===== config.mk =====
export PLATFORM = sky130hd
export DESIGN_NAME = spi_reg_bridge
export DESIGN_NICKNAME = d
export VERILOG_FILES = /design/src/rtl/spi_reg_bridge.sv
export SDC_FILE = /design/constraint.sdc
export NUM_CORES = 1
export LEC_CHECK = 0
export CAP_MARGIN = 20
export CORE_ASPECT_RATIO = 1.1
export CORE_MARGIN = 5
export CORE_UTILIZATION = 57
export CTS_CLUSTER_DIAMETER = 40
export DETAILED_ROUTE_END_ITERATION = 12
export GPL_ROUTABILITY_DRIVEN = 1
export PLACE_DENSITY = 0.78
export REMOVE_ABC_BUFFERS = 1
export SETUP_SLACK_MARGIN = 0.5
export SLEW_MARGIN = 20
export SYNTH_ARGS = -nofsm -noshare
export SYNTH_HDL_FRONTEND = slang
export SYNTH_SLANG_ARGS = --single-unit

===== constraint.sdc =====
create_clock -name clk -period 4 [get_ports clk]
set_input_delay 0.8 -clock clk [delete_from_list [all_inputs] [get_ports clk]]
set_output_delay 0.8 -clock clk [all_outputs]
set_load 0.01 [all_outputs]

===== src/rtl/spi_reg_bridge.sv =====
// Purpose: SPI mode-0 slave that turns framed headers into register-bus writes/reads (burst, prefetch, dummy bits).
// Latency: SYNC_STAGES+1 clk pin-to-edge; strobe/request one clk after the detected rise ending a header or beat.
// Backpressure: none toward SPI; read requests are held until data_ready; a beat with no data is sent as 0 and flagged.
//
// Ports:
//   clk, rst_n                       system clock, synchronous active-low reset
//   spi_cs_n, spi_clk, spi_mosi      raw asynchronous SPI pins (mode 0)
//   spi_miso                         serial read data, 0 whenever CS is high
//   address, data_in                 register bus address / zero-extended write data
//   data_write_n, data_read_n        width-coded write strobe / read request, 2'b11 when idle
//   data_out, data_ready             peripheral read data and its valid
//   rd_overrun                       one-cycle pulse when a read beat starts before its data arrived
module spi_reg_bridge #(
  parameter int ADDR_W      = 6,
  parameter int DATA_W      = 32,
  parameter int SYNC_STAGES = 2,
  parameter int DUMMY_BITS  = 8
) (
  input  logic              clk,
  input  logic              rst_n,
  input  logic              spi_cs_n,
  input  logic              spi_clk,
  input  logic              spi_mosi,
  output logic              spi_miso,
  output logic [ADDR_W-1:0] address,
  output logic [DATA_W-1:0] data_in,
  output logic [1:0]        data_write_n,
  output logic [1:0]        data_read_n,
  input  logic [DATA_W-1:0] data_out,
  input  logic              data_ready,
  output logic              rd_overrun
);

  localparam int H = 4 + ADDR_W;

  typedef enum logic [2:0] {
    S_IDLE,
    S_HDR,
    S_WDATA,
    S_RDUMMY,
    S_RDATA,
    S_DONE
  } state_t;

  // ---------------------------------------------------------------- helpers
  function automatic logic [5:0] beat_bits(input logic [1:0] code);
    case (code)
      2'b00:   return 6'd8;
      2'b01:   return 6'd16;
      default: return 6'd32;
    endcase
  endfunction

  function automatic logic width_ok(input logic [1:0] code);
    return (code != 2'b11) && (int'(beat_bits(code)) <= DATA_W);
  endfunction

  function automatic logic [DATA_W-1:0] width_mask(input logic [1:0] code);
    logic [DATA_W-1:0] m;
    m = '0;
    for (int i = 0; i < DATA_W; i++) m[i] = (i < int'(beat_bits(code)));
    return m;
  endfunction

  // Byte step per beat; truncation to ADDR_W gives the modulo-2^ADDR_W wrap.
  function automatic logic [ADDR_W-1:0] addr_step(input logic [1:0] code);
    logic [ADDR_W+2:0] s;
    s       = '0;
    s[code] = 1'b1;
    return s[ADDR_W-1:0];
  endfunction

  // ---------------------------------------------------------- synchronizers
  logic [SYNC_STAGES-1:0] cs_sync_q, sck_sync_q, mosi_sync_q;
  logic                   cs_prev_q, sck_prev_q;
  logic                   cs_s, sck_s, mosi_s;
  logic                   sck_rise, sck_fall, cs_fall;

  // CS chain and cs_prev_q reset low so that, after a reset with CS still
  // asserted, no falling edge is seen until CS has gone high again.
  always_ff @(posedge clk) begin
    if (!rst_n) begin
      cs_sync_q   <= '0;
      sck_sync_q  <= '0;
      mosi_sync_q <= '0;
      cs_prev_q   <= 1'b0;
      sck_prev_q  <= 1'b0;
    end else begin
      cs_sync_q   <= SYNC_STAGES'({cs_sync_q, spi_cs_n});
      sck_sync_q  <= SYNC_STAGES'({sck_sync_q, spi_clk});
      mosi_sync_q <= SYNC_STAGES'({mosi_sync_q, spi_mosi});
      cs_prev_q   <= cs_s;
      sck_prev_q  <= sck_s;
    end
  end

  assign cs_s     = cs_sync_q[SYNC_STAGES-1];
  assign sck_s    = sck_sync_q[SYNC_STAGES-1];
  assign mosi_s   = mosi_sync_q[SYNC_STAGES-1];
  assign sck_rise = sck_s & ~sck_prev_q;
  assign sck_fall = ~sck_s & sck_prev_q;
  assign cs_fall  = cs_prev_q & ~cs_s;

  // ------------------------------------------------------------- registers
  state_t            state_q;
  logic [5:0]        bit_cnt_q;
  logic [H-2:0]      hdr_q;
  logic [1:0]        code_q;
  logic              burst_q;
  logic [ADDR_W-1:0] addr_q;        // address of the next write beat / next read request
  logic [DATA_W-2:0] wsh_q;
  logic [DATA_W-1:0] rsh_q;
  logic              beat_start_q;  // next falling edge begins a read beat
  logic              miso_q;
  logic [ADDR_W-1:0] address_q;
  logic [DATA_W-1:0] data_in_q;
  logic [1:0]        data_write_n_q;
  logic [1:0]        data_read_n_q;
  logic              drop_q;        // data of the outstanding request is stale
  logic              req_want_q;    // a request is waiting for the bus to go idle
  logic [DATA_W-1:0] buf_q;
  logic              buf_vld_q;
  logic              rd_overrun_q;

  // ---------------------------------------------------------- decode paths
  logic [H-1:0]      hdr_full;
  logic              hdr_rw, hdr_burst;
  logic [1:0]        hdr_code;
  logic [ADDR_W-1:0] hdr_addr;
  logic [DATA_W-1:0] wr_raw, wr_word;
  logic              req_busy, rsp_take, rsp_keep, buf_avail;
  logic [DATA_W-1:0] rsp_word, buf_word, load_word, aligned;

  assign hdr_full  = {hdr_q, mosi_s};
  assign hdr_rw    = hdr_full[H-1];
  assign hdr_code  = hdr_full[H-2:H-3];
  assign hdr_burst = hdr_full[H-4];
  assign hdr_addr  = hdr_full[ADDR_W-1:0];

  assign wr_raw  = {wsh_q, mosi_s};
  assign wr_word = wr_raw & width_mask(code_q);

  assign req_busy = (data_read_n_q != 2'b11);
  assign rsp_take = req_busy & data_ready;
  assign rsp_keep = rsp_take & ~drop_q;
  assign rsp_word = data_out & width_mask(data_read_n_q);

  // Data arriving on the very cycle a beat starts is forwarded straight into
  // the shift register rather than counted as an overrun.
  assign buf_avail = buf_vld_q | rsp_keep;
  assign buf_word  = buf_vld_q ? buf_q : rsp_word;
  assign load_word = buf_avail ? buf_word : '0;
  // Left-align the beat so its MSB is always shifted out of bit DATA_W-1.
  assign aligned   = load_word << (DATA_W - int'(beat_bits(code_q)));

  // -------------------------------------------------------------------- FSM
  always_ff @(posedge clk) begin
    if (!rst_n) begin
      state_q        <= S_IDLE;
      bit_cnt_q      <= '0;
      hdr_q          <= '0;
      code_q         <= 2'b11;
      burst_q        <= 1'b0;
      addr_q         <= '0;
      wsh_q          <= '0;
      rsh_q          <= '0;
      beat_start_q   <= 1'b0;
      miso_q         <= 1'b0;
      address_q      <= '0;
      data_in_q      <= '0;
      data_write_n_q <= 2'b11;
      data_read_n_q  <= 2'b11;
      drop_q         <= 1'b0;
      req_want_q     <= 1'b0;
      buf_q          <= '0;
      buf_vld_q      <= 1'b0;
      rd_overrun_q   <= 1'b0;
    end else begin
      data_write_n_q <= 2'b11;
      rd_overrun_q   <= 1'b0;

      // Read handshake completes on the first sampled data_ready.
      if (rsp_take) begin
        data_read_n_q <= 2'b11;
        drop_q        <= 1'b0;
        if (!drop_q) begin
          buf_q     <= rsp_word;
          buf_vld_q <= 1'b1;
        end
      end

      // Deferred request, issued once the previous handshake has finished.
      if (req_want_q && !req_busy && !cs_s) begin
        data_read_n_q <= code_q;
        address_q     <= addr_q;
        addr_q        <= addr_q + addr_step(code_q);
        req_want_q    <= 1'b0;
      end

      if (cs_s) begin
        state_q      <= S_IDLE;
        miso_q       <= 1'b0;
        buf_vld_q    <= 1'b0;
        req_want_q   <= 1'b0;
        beat_start_q <= 1'b0;
        if (req_busy && !data_ready) drop_q <= 1'b1;
      end else begin
        case (state_q)
          S_IDLE: begin
            if (cs_fall) begin
              state_q   <= S_HDR;
              bit_cnt_q <= '0;
            end
          end

          S_HDR: begin
            if (sck_rise) begin
              hdr_q     <= hdr_full[H-2:0];
              bit_cnt_q <= bit_cnt_q + 6'd1;
              if (bit_cnt_q == 6'(H - 1)) begin
                code_q    <= hdr_code;
                burst_q   <= hdr_burst;
                bit_cnt_q <= '0;
                if (!width_ok(hdr_code)) begin
                  state_q <= S_DONE;
                end else if (hdr_rw) begin
                  state_q <= S_WDATA;
                  addr_q  <= hdr_addr;
                  wsh_q   <= '0;
                end else begin
                  state_q <= S_RDUMMY;
                  if (!req_busy && !req_want_q) begin
                    data_read_n_q <= hdr_code;
                    address_q     <= hdr_addr;
                    addr_q        <= hdr_addr + addr_step(hdr_code);
                  end else begin
                    addr_q     <= hdr_addr;
                    req_want_q <= 1'b1;
                  end
                end
              end
            end
          end

          S_WDATA: begin
            if (sck_rise) begin
              wsh_q     <= wr_raw[DATA_W-2:0];
              bit_cnt_q <= bit_cnt_q + 6'd1;
              if (bit_cnt_q == beat_bits(code_q) - 6'd1) begin
                data_in_q      <= wr_word;
                address_q      <= addr_q;
                data_write_n_q <= code_q;
                addr_q         <= addr_q + addr_step(code_q);
                bit_cnt_q      <= '0;
                wsh_q          <= '0;
                if (!burst_q) state_q <= S_DONE;
              end
            end
          end

          S_RDUMMY: begin
            if (sck_rise) begin
              bit_cnt_q <= bit_cnt_q + 6'd1;
              if (bit_cnt_q == 6'(DUMMY_BITS - 1)) begin
                state_q      <= S_RDATA;
                bit_cnt_q    <= '0;
                beat_start_q <= 1'b1;
              end
            end
          end

          S_RDATA: begin
            if (sck_fall) begin
              if (beat_start_q) begin
                beat_start_q <= 1'b0;
                miso_q       <= aligned[DATA_W-1];
                rsh_q        <= aligned << 1;
                buf_vld_q    <= 1'b0;
                if (!buf_avail) begin
                  rd_overrun_q <= 1'b1;
                  // The late data belongs to the beat just sent as zeros.
                  if (req_busy && !rsp_take) drop_q <= 1'b1;
                end
                if (burst_q) begin
                  if (!req_busy && !req_want_q) begin
                    data_read_n_q <= code_q;
                    address_q     <= addr_q;
                    addr_q        <= addr_q + addr_step(code_q);
                  end else begin
                    req_want_q <= 1'b1;
                  end
                end
              end else begin
                miso_q <= rsh_q[DATA_W-1];
                rsh_q  <= rsh_q << 1;
              end
            end
            if (sck_rise) begin
              bit_cnt_q <= bit_cnt_q + 6'd1;
              if (bit_cnt_q == beat_bits(code_q) - 6'd1) begin
                bit_cnt_q <= '0;
                if (burst_q) beat_start_q <= 1'b1;
                else         state_q      <= S_DONE;
              end
            end
          end

          S_DONE: begin
            if (sck_fall) miso_q <= 1'b0;
          end

          default: state_q <= S_IDLE;
        endcase
      end
    end
  end

  assign spi_miso     = miso_q & ~spi_cs_n;
  assign address      = address_q;
  assign data_in      = data_in_q;
  assign data_write_n = data_write_n_q;
  assign data_read_n  = data_read_n_q;
  assign rd_overrun   = rd_overrun_q;

endmodule

Word-level counts from Yosys, hierarchy flattened --
Index checks and enable logic that the tools add are counted.
Operators by class: $add $sub $neg 6, $lt $le $gt $ge 69, equality and inequality tests 27, shift-type cells 1, multiplexer cells 128, bitwise gates (word level) 22, reductions and logical operators 34
Operators with widths (count):
- $mux W6 | 47
- $lt A5 B6 Y1 const A | 32
- $mux W31 | 6
- $lt A4 B6 Y1 const A | 16
- $mux W32 | 3
- $and A32 B32 Y32 | 2
- $pmux W31 S2 | 1
- $lt A3 B6 Y1 const A | 8
- $pmux W6 S2 | 3
- $pmux W6 S3 | 2
- $mux W1 | 35
- $mux W3 | 11
- $shl A32 B32 Y32 | 1
- $ne A2 B2 Y1 const B | 15
- $pmux W6 S5 | 1
- $lt A1 B6 Y1 const A | 4
- $lt A2 B6 Y1 const A | 4
- $mux W2 | 12
- $pmux W3 S6 | 1
- $reduce_and A7 Y1 | 2
- $not A1 Y1 | 13
- $add A6 B4 Y6 | 2
- $eq A6 B6 Y1 | 2
- $reduce_and A3 Y1 | 4
- 28 further kinds | 60
Word-level totals: flip-flop bits (word level) 178, input bits 38, output and inout port bits 44, logic and storage cells 311

Longest topological paths before layout --
depth in word-level cells 14, depth in mapped cells 14, mapped depth without buffers 9

Worst setup path before layout --
Ideal clock, no wire load.
path type flip-flop to flip-flop, start point reg code_q[1], end point reg address_q[5], in the netlist address[5], arrival time 3.042 ns, required time 3.878 ns, setup slack 0.837 ns, stages on the path, launching flop included 15, path through dfxtp_1 > clkbuf_1 > nor2_1 > clkbuf_1 > buf_1 > inv_1 > ha_1 > clkbuf_2 > xor2_1 > o2111ai_1 > a21boi_1 > and3_1 > buf_2 > o22ai_2 > a221o_1
Between the ends: cells in the longest elaborated chain, start to end 12, elaborated cells between the ends (all ways) 13
RTL lines:
- start, declared | line 108 | logic [1:0] code_q;
- start signal, assigned | line 221 | code_q <= hdr_code;
- $eq A2 B1 Y1 or $logic_not A2 Y1 (tied branches) | line 47 | case (code)
- $pmux W6 S2 * | line 47
- $mux W6 * | line 246 | if (sck_rise) begin
- $mux W6 * | line 208 | case (state_q)
- $mux W6 * | line 200 | if (cs_s) begin
- $mux W6 * | line 158 | if (!rst_n) begin
- $sub A6 B1 Y6 * | line 249 | if (bit_cnt_q == beat_bits(code_q) - 6'd1) begin
- $eq A6 B6 Y1 * | line 249
- $mux W6 * | line 249
- $mux W6 * | line 246
- $pmux W6 S3 * | line 208
- $mux W6 * | line 200
- end signal, assigned | line 195 | address_q <= addr_q;
- end signal, assigned | line 234 | address_q <= hdr_addr;
- end signal, assigned | line 251 | address_q <= addr_q;
- end, declared | line 115 | logic [ADDR_W-1:0] address_q;
Mark *: on every way between the ends. The rest lies on a longest branch, timed or not. The select of a mux whose other input is x is not followed. A chain may end at the register's enable or synchronous reset.

Final worst setup path --
start point reg code_q[0], end point reg address_q[3], in the netlist address[3]
The elaborated chain is that of the path after synthesis.

==> results.txt <==
----------------------------------------------------
[Layout]
  Count of nets after finishing ... 1081
  Ant diodes ... 0
  Synthesis-to-layout area growth ... 17.8%
  Layout cells sized above 1 ... 0.0711

[Detailed routing]
  Pre-Repair DR Iteration Count ... 5
  Iter 0 DRT Violations ... 716
  Number of vias in the routed layout ... 7845
  Post-detailed-routing wire length ... 23000 um
  Detail-routed net length per standard cell ... 18.6 um
  ANT nets after route ... 0
  Vias per inst ... 6.36
  Remaining design rule violation count ... 0

[Yosys]
  Post-synthesis sequential area ratio ... 0.421
  Post-synth ARST share ... 0
  Simple-gate share of the synthesized area ... 0.215
  Count of warnings emitted by yosys ... 0
  Adder-cell share of the synthesized area ... 0.0226
  EDFF count, synth ... 0
  Top cells by instance count after synthesis ... sky130_fd_sc_hd__dfxtp_1 (177), sky130_fd_sc_hd__nor2_1 (117), sky130_fd_sc_hd__nand2_1 (78)
  Post-synthesis cell area ... 8430 um2
  Average instance area after synthesis ... 8.51 um2
  Combinational family with the most area after synthesis ... compound AO/OA/AOI/OAI gates
  Dominant cell type by area after synthesis ... sky130_fd_sc_hd__dfxtp_1
  Xor/xnor cell area share of the yosys netlist ... 0.0120
  Synth Register Bits ... 177
  Synthesized-area fraction occupied by ao, oa, aoi and oai cells ... 0.250
  Leading cell type by number of instances after synthesis ... sky130_fd_sc_hd__dfxtp_1
  Dominant synthesized flop cell ... sky130_fd_sc_hd__dfxtp_1
  Cell count after synthesis ... 990
  Distinct cell type count after synthesis ... 73
  Area fraction of the dominant cell type after synthesis ... 0.421
  Post-synthesis mux area share ... 0.0309
  Top cells by area in the synthesized netlist ... sky130_fd_sc_hd__dfxtp_1 (42%), sky130_fd_sc_hd__nor2_1 (5.2%), sky130_fd_sc_hd__a22oi_1 (4.3%), sky130_fd_sc_hd__a21oi_1 (3.9%), sky130_fd_sc_hd__a221oi_1 (3.8%)

[Clocking]
  Clock tree from TritonCTS ... done
  H-tree depth reported by CTS ... 4
  Inserted Clock Buffers ... 17
  Clock latency on the worst-skew pair ... 0.44 ns
  Post-CTS resize count ... 0
  Clock root buffer master ... sky130_fd_sc_hd__clkbuf_16
  Post-CTS Setup Repair Bufs ... 0
  Hold buffers post-CTS ... 0
  Longest Clk Path Bufs ... 2
  Number of sinks driven by the clock tree ... 177
  Clock-pin slew on the worst setup and hold paths ... 0.08 ns

[Worst hold path]
  Hold path start ... sck_sync_q[0]
  Worst Hold Class ... reg -> reg

[Status]
  Run status ... finished clean

[Timing]
  Total count of max-transition violations in the final report ... 0
  Final worst-path setup slack ... 1.06 ns
  Final setup viols ... 0
  Fin crit period ... 2.94 ns
  Hold Fails Final Rpt ... 0
  Period utilisation layout ... 0.734
  Highest clock frequency the design can meet ... 0.341 GHz
  Final Skew ... 0.0116 ns
  Max-slew headroom ... 0.314
  RSZ-0062 raised after global routing ... false
  Measured slew at the worst slew-check pin ... 1.03 ns

[Global routing]
  Via count of the first global-routing pass ... 7319
  Total overflow reported by the global router ... 0
  Pin count of the biggest net entering global routing ... 48
  First-pass GRT wire length ... 37500 um
  Number of antenna violations at the first check in global routing ... 0
  All-Layer GR Usage ... 0.264

[Power]
  Net switching power figure ... 0.00129 W
  Switching power share of the total ... 0.305
  Overall power after layout ... 0.00424 W
  Combinational cell fraction of total power ... 0.156
  Sequential cell fraction of total power ... 0.450
  Clk pwr share ... 0.394
  Ratio of total power to cell area ... 428 nW/um2
  Peak supply drop ... 342 uV
  Cell-internal power ... 0.00295 W
  Leak Pwr ... 3.77 nW

[Floorplanning]
  Number of top-level pins ... 82
  Count of standard-cell rows ... 46
  Die Area ... 17300 um2
  Starting Density ... 0.583
  Core Area ... 14400 um2
  Die Span X ... 126 um
  Die span in y ... 138 um

[Setup path]
  Setup CP Type ... reg -> reg
  Crit path launch type ... flip-flop
  CP required ... 4.37 ns
  Type of destination of the critical path ... flip-flop
  Launching instance or port of the critical path ... code_q[0]
  Start of the worst register-to-register path ... code_q[0]
  Arrival time of data at the critical path endpoint ... 3.31 ns
  Crit path max fanout ... 10

[Placed design]
  Minimum setup slack after placement ... 0.992 ns
  Port-buffer cells ... 81
  GPL Wtd Cong ... 0.899
  Detailed placer's ending HPWL ... 15300 um

[Run]
  Max-cap violations ... 0

----------------------------------------------------
-- worst max-delay path, stage by stage, from the launching register on --
cell,delay (ns)
sky130_fd_sc_hd__dfxtp_1,0.55
sky130_fd_sc_hd__nand2b_1,0.16
sky130_fd_sc_hd__ha_1,0.35
sky130_fd_sc_hd__xor2_1,0.20
sky130_fd_sc_hd__o2111ai_1,0.21
sky130_fd_sc_hd__nor2_1,0.50
sky130_fd_sc_hd__o21ai_1,0.33
sky130_fd_sc_hd__o22ai_2,0.37
sky130_fd_sc_hd__a221o_1,0.21
-- logic make-up (layout without fill, tap and decap cells) --
kind of cell	after synthesis	after routing
adder cells (fa/ha/maj)	14	14
AO/OA/AOI/OAI	294	294
AND/OR/NAND/NOR	367	367
flip-flops	177	177
multiplexers	26	26
buffers and inverters	102	153
XOR/XNOR	10	10
-- power by group through the flow --
stage	sequential, W	combinational [W]	clock [W]
6_report	0.00191	0.000662	0.00167
5_1_grt	0.00192	0.000718	0.00177
4_1_cts	0.00191	0.000650	0.00169
3_5_place_dp	0.00195	0.000649	0
3_3_place_gp	0.00195	0.000642	0
2_1_floorplan	0.00194	0.000381	0
-- sequential cells by signal, indices dropped and copies added, names as in the netlist, 3 cells and up --
name       count
addr_q         6
address        6
bit_cnt_q      6
buf_q         32
data_in       32
hdr_q          9
rsh_q         31
state_q        3
wsh_q         31
-- final cells by class --
class | count | area, um2
inverters | 17 | 65.1
well taps | 192 | 240
flip-flops and latches | 177 | 3540
repair buffers | 105 | 986
fillers | 1164 | 4520
clock buffers | 17 | 425
clock inverters | 14 | 165
multi-input cells | 711 | 4500
-- routing by layer --
metal / vias up / share of wire / GRT usage
met3: 51 / 0.056 / 0.0461
met5: - / 0 / 0
met1: 3749 / 0.42 / 0.333
met2: 320 / 0.49 / 0.450
li1: 3725 / - / -
met4: 0 / 0.030 / 0.108
-- cell usage in the layout (no fill, tap or decap), drive strengths merged, types with 4 or more instances in the layout --
cell type      Yosys  final
nor2b             17     17
a221oi            37     37
nand2             78     78
nor3              20     20
and3              26     26
nor4              11     11
nor3b              5      5
a22o              25     25
nand4              4      4
xor2               4      4
o41ai              6      6
buf               24     25
and2              13     13
mux2i             26     26
a21o               5      5
dfxtp            177    177
o31ai              6      6
nand3             38     38
o21a               6      6
nand2b            14     14
a21oi             66     66
a22oi             48     48
o21ai             28     28
clkbuf            61     17
nor4b              4      4
clkdlybuf4s50      0     80
a211oi            17     17
a221o              6      6
clkinv             0      5
ha                12     12
o22ai              7      7
o211ai            12     12
or2                5      5
inv               17     24
xnor2              5      5
nor2             117    117
-- stage by stage --
step | instance area (um2) | hold WS (ns) | utilization | cells | setup TNS, ns
2_1_floorplan | 8080 | 0.412 | - | 905 | -7.66
3_3_place_gp | 9330 | 0.421 | 0.646 | 1202 | 0
3_5_place_dp | 9330 | 0.421 | 0.646 | 1202 | 0
4_1_cts | 9920 | 0.446 | 0.687 | 1233 | 0
5_1_grt | 9920 | 0.464 | 0.687 | 1233 | 0
6_report | 9920 | 0.442 | 0.687 | 1233 | 0
-- worst paths after layout --
| kind | end | cells after the start | slack (ns) |
|---|---|---|---|
| worst max-delay path | address[3] | 8 | 1.06 |
| worst min-delay path | sck_sync_q[1] | 1 | 0.44 |
| worst max register to register | address[3] | 8 | 1.06 |
| worst min register to register | sck_sync_q[1] | 1 | 0.44 |
No activity file was read; power rests on OpenSTA's default activity.
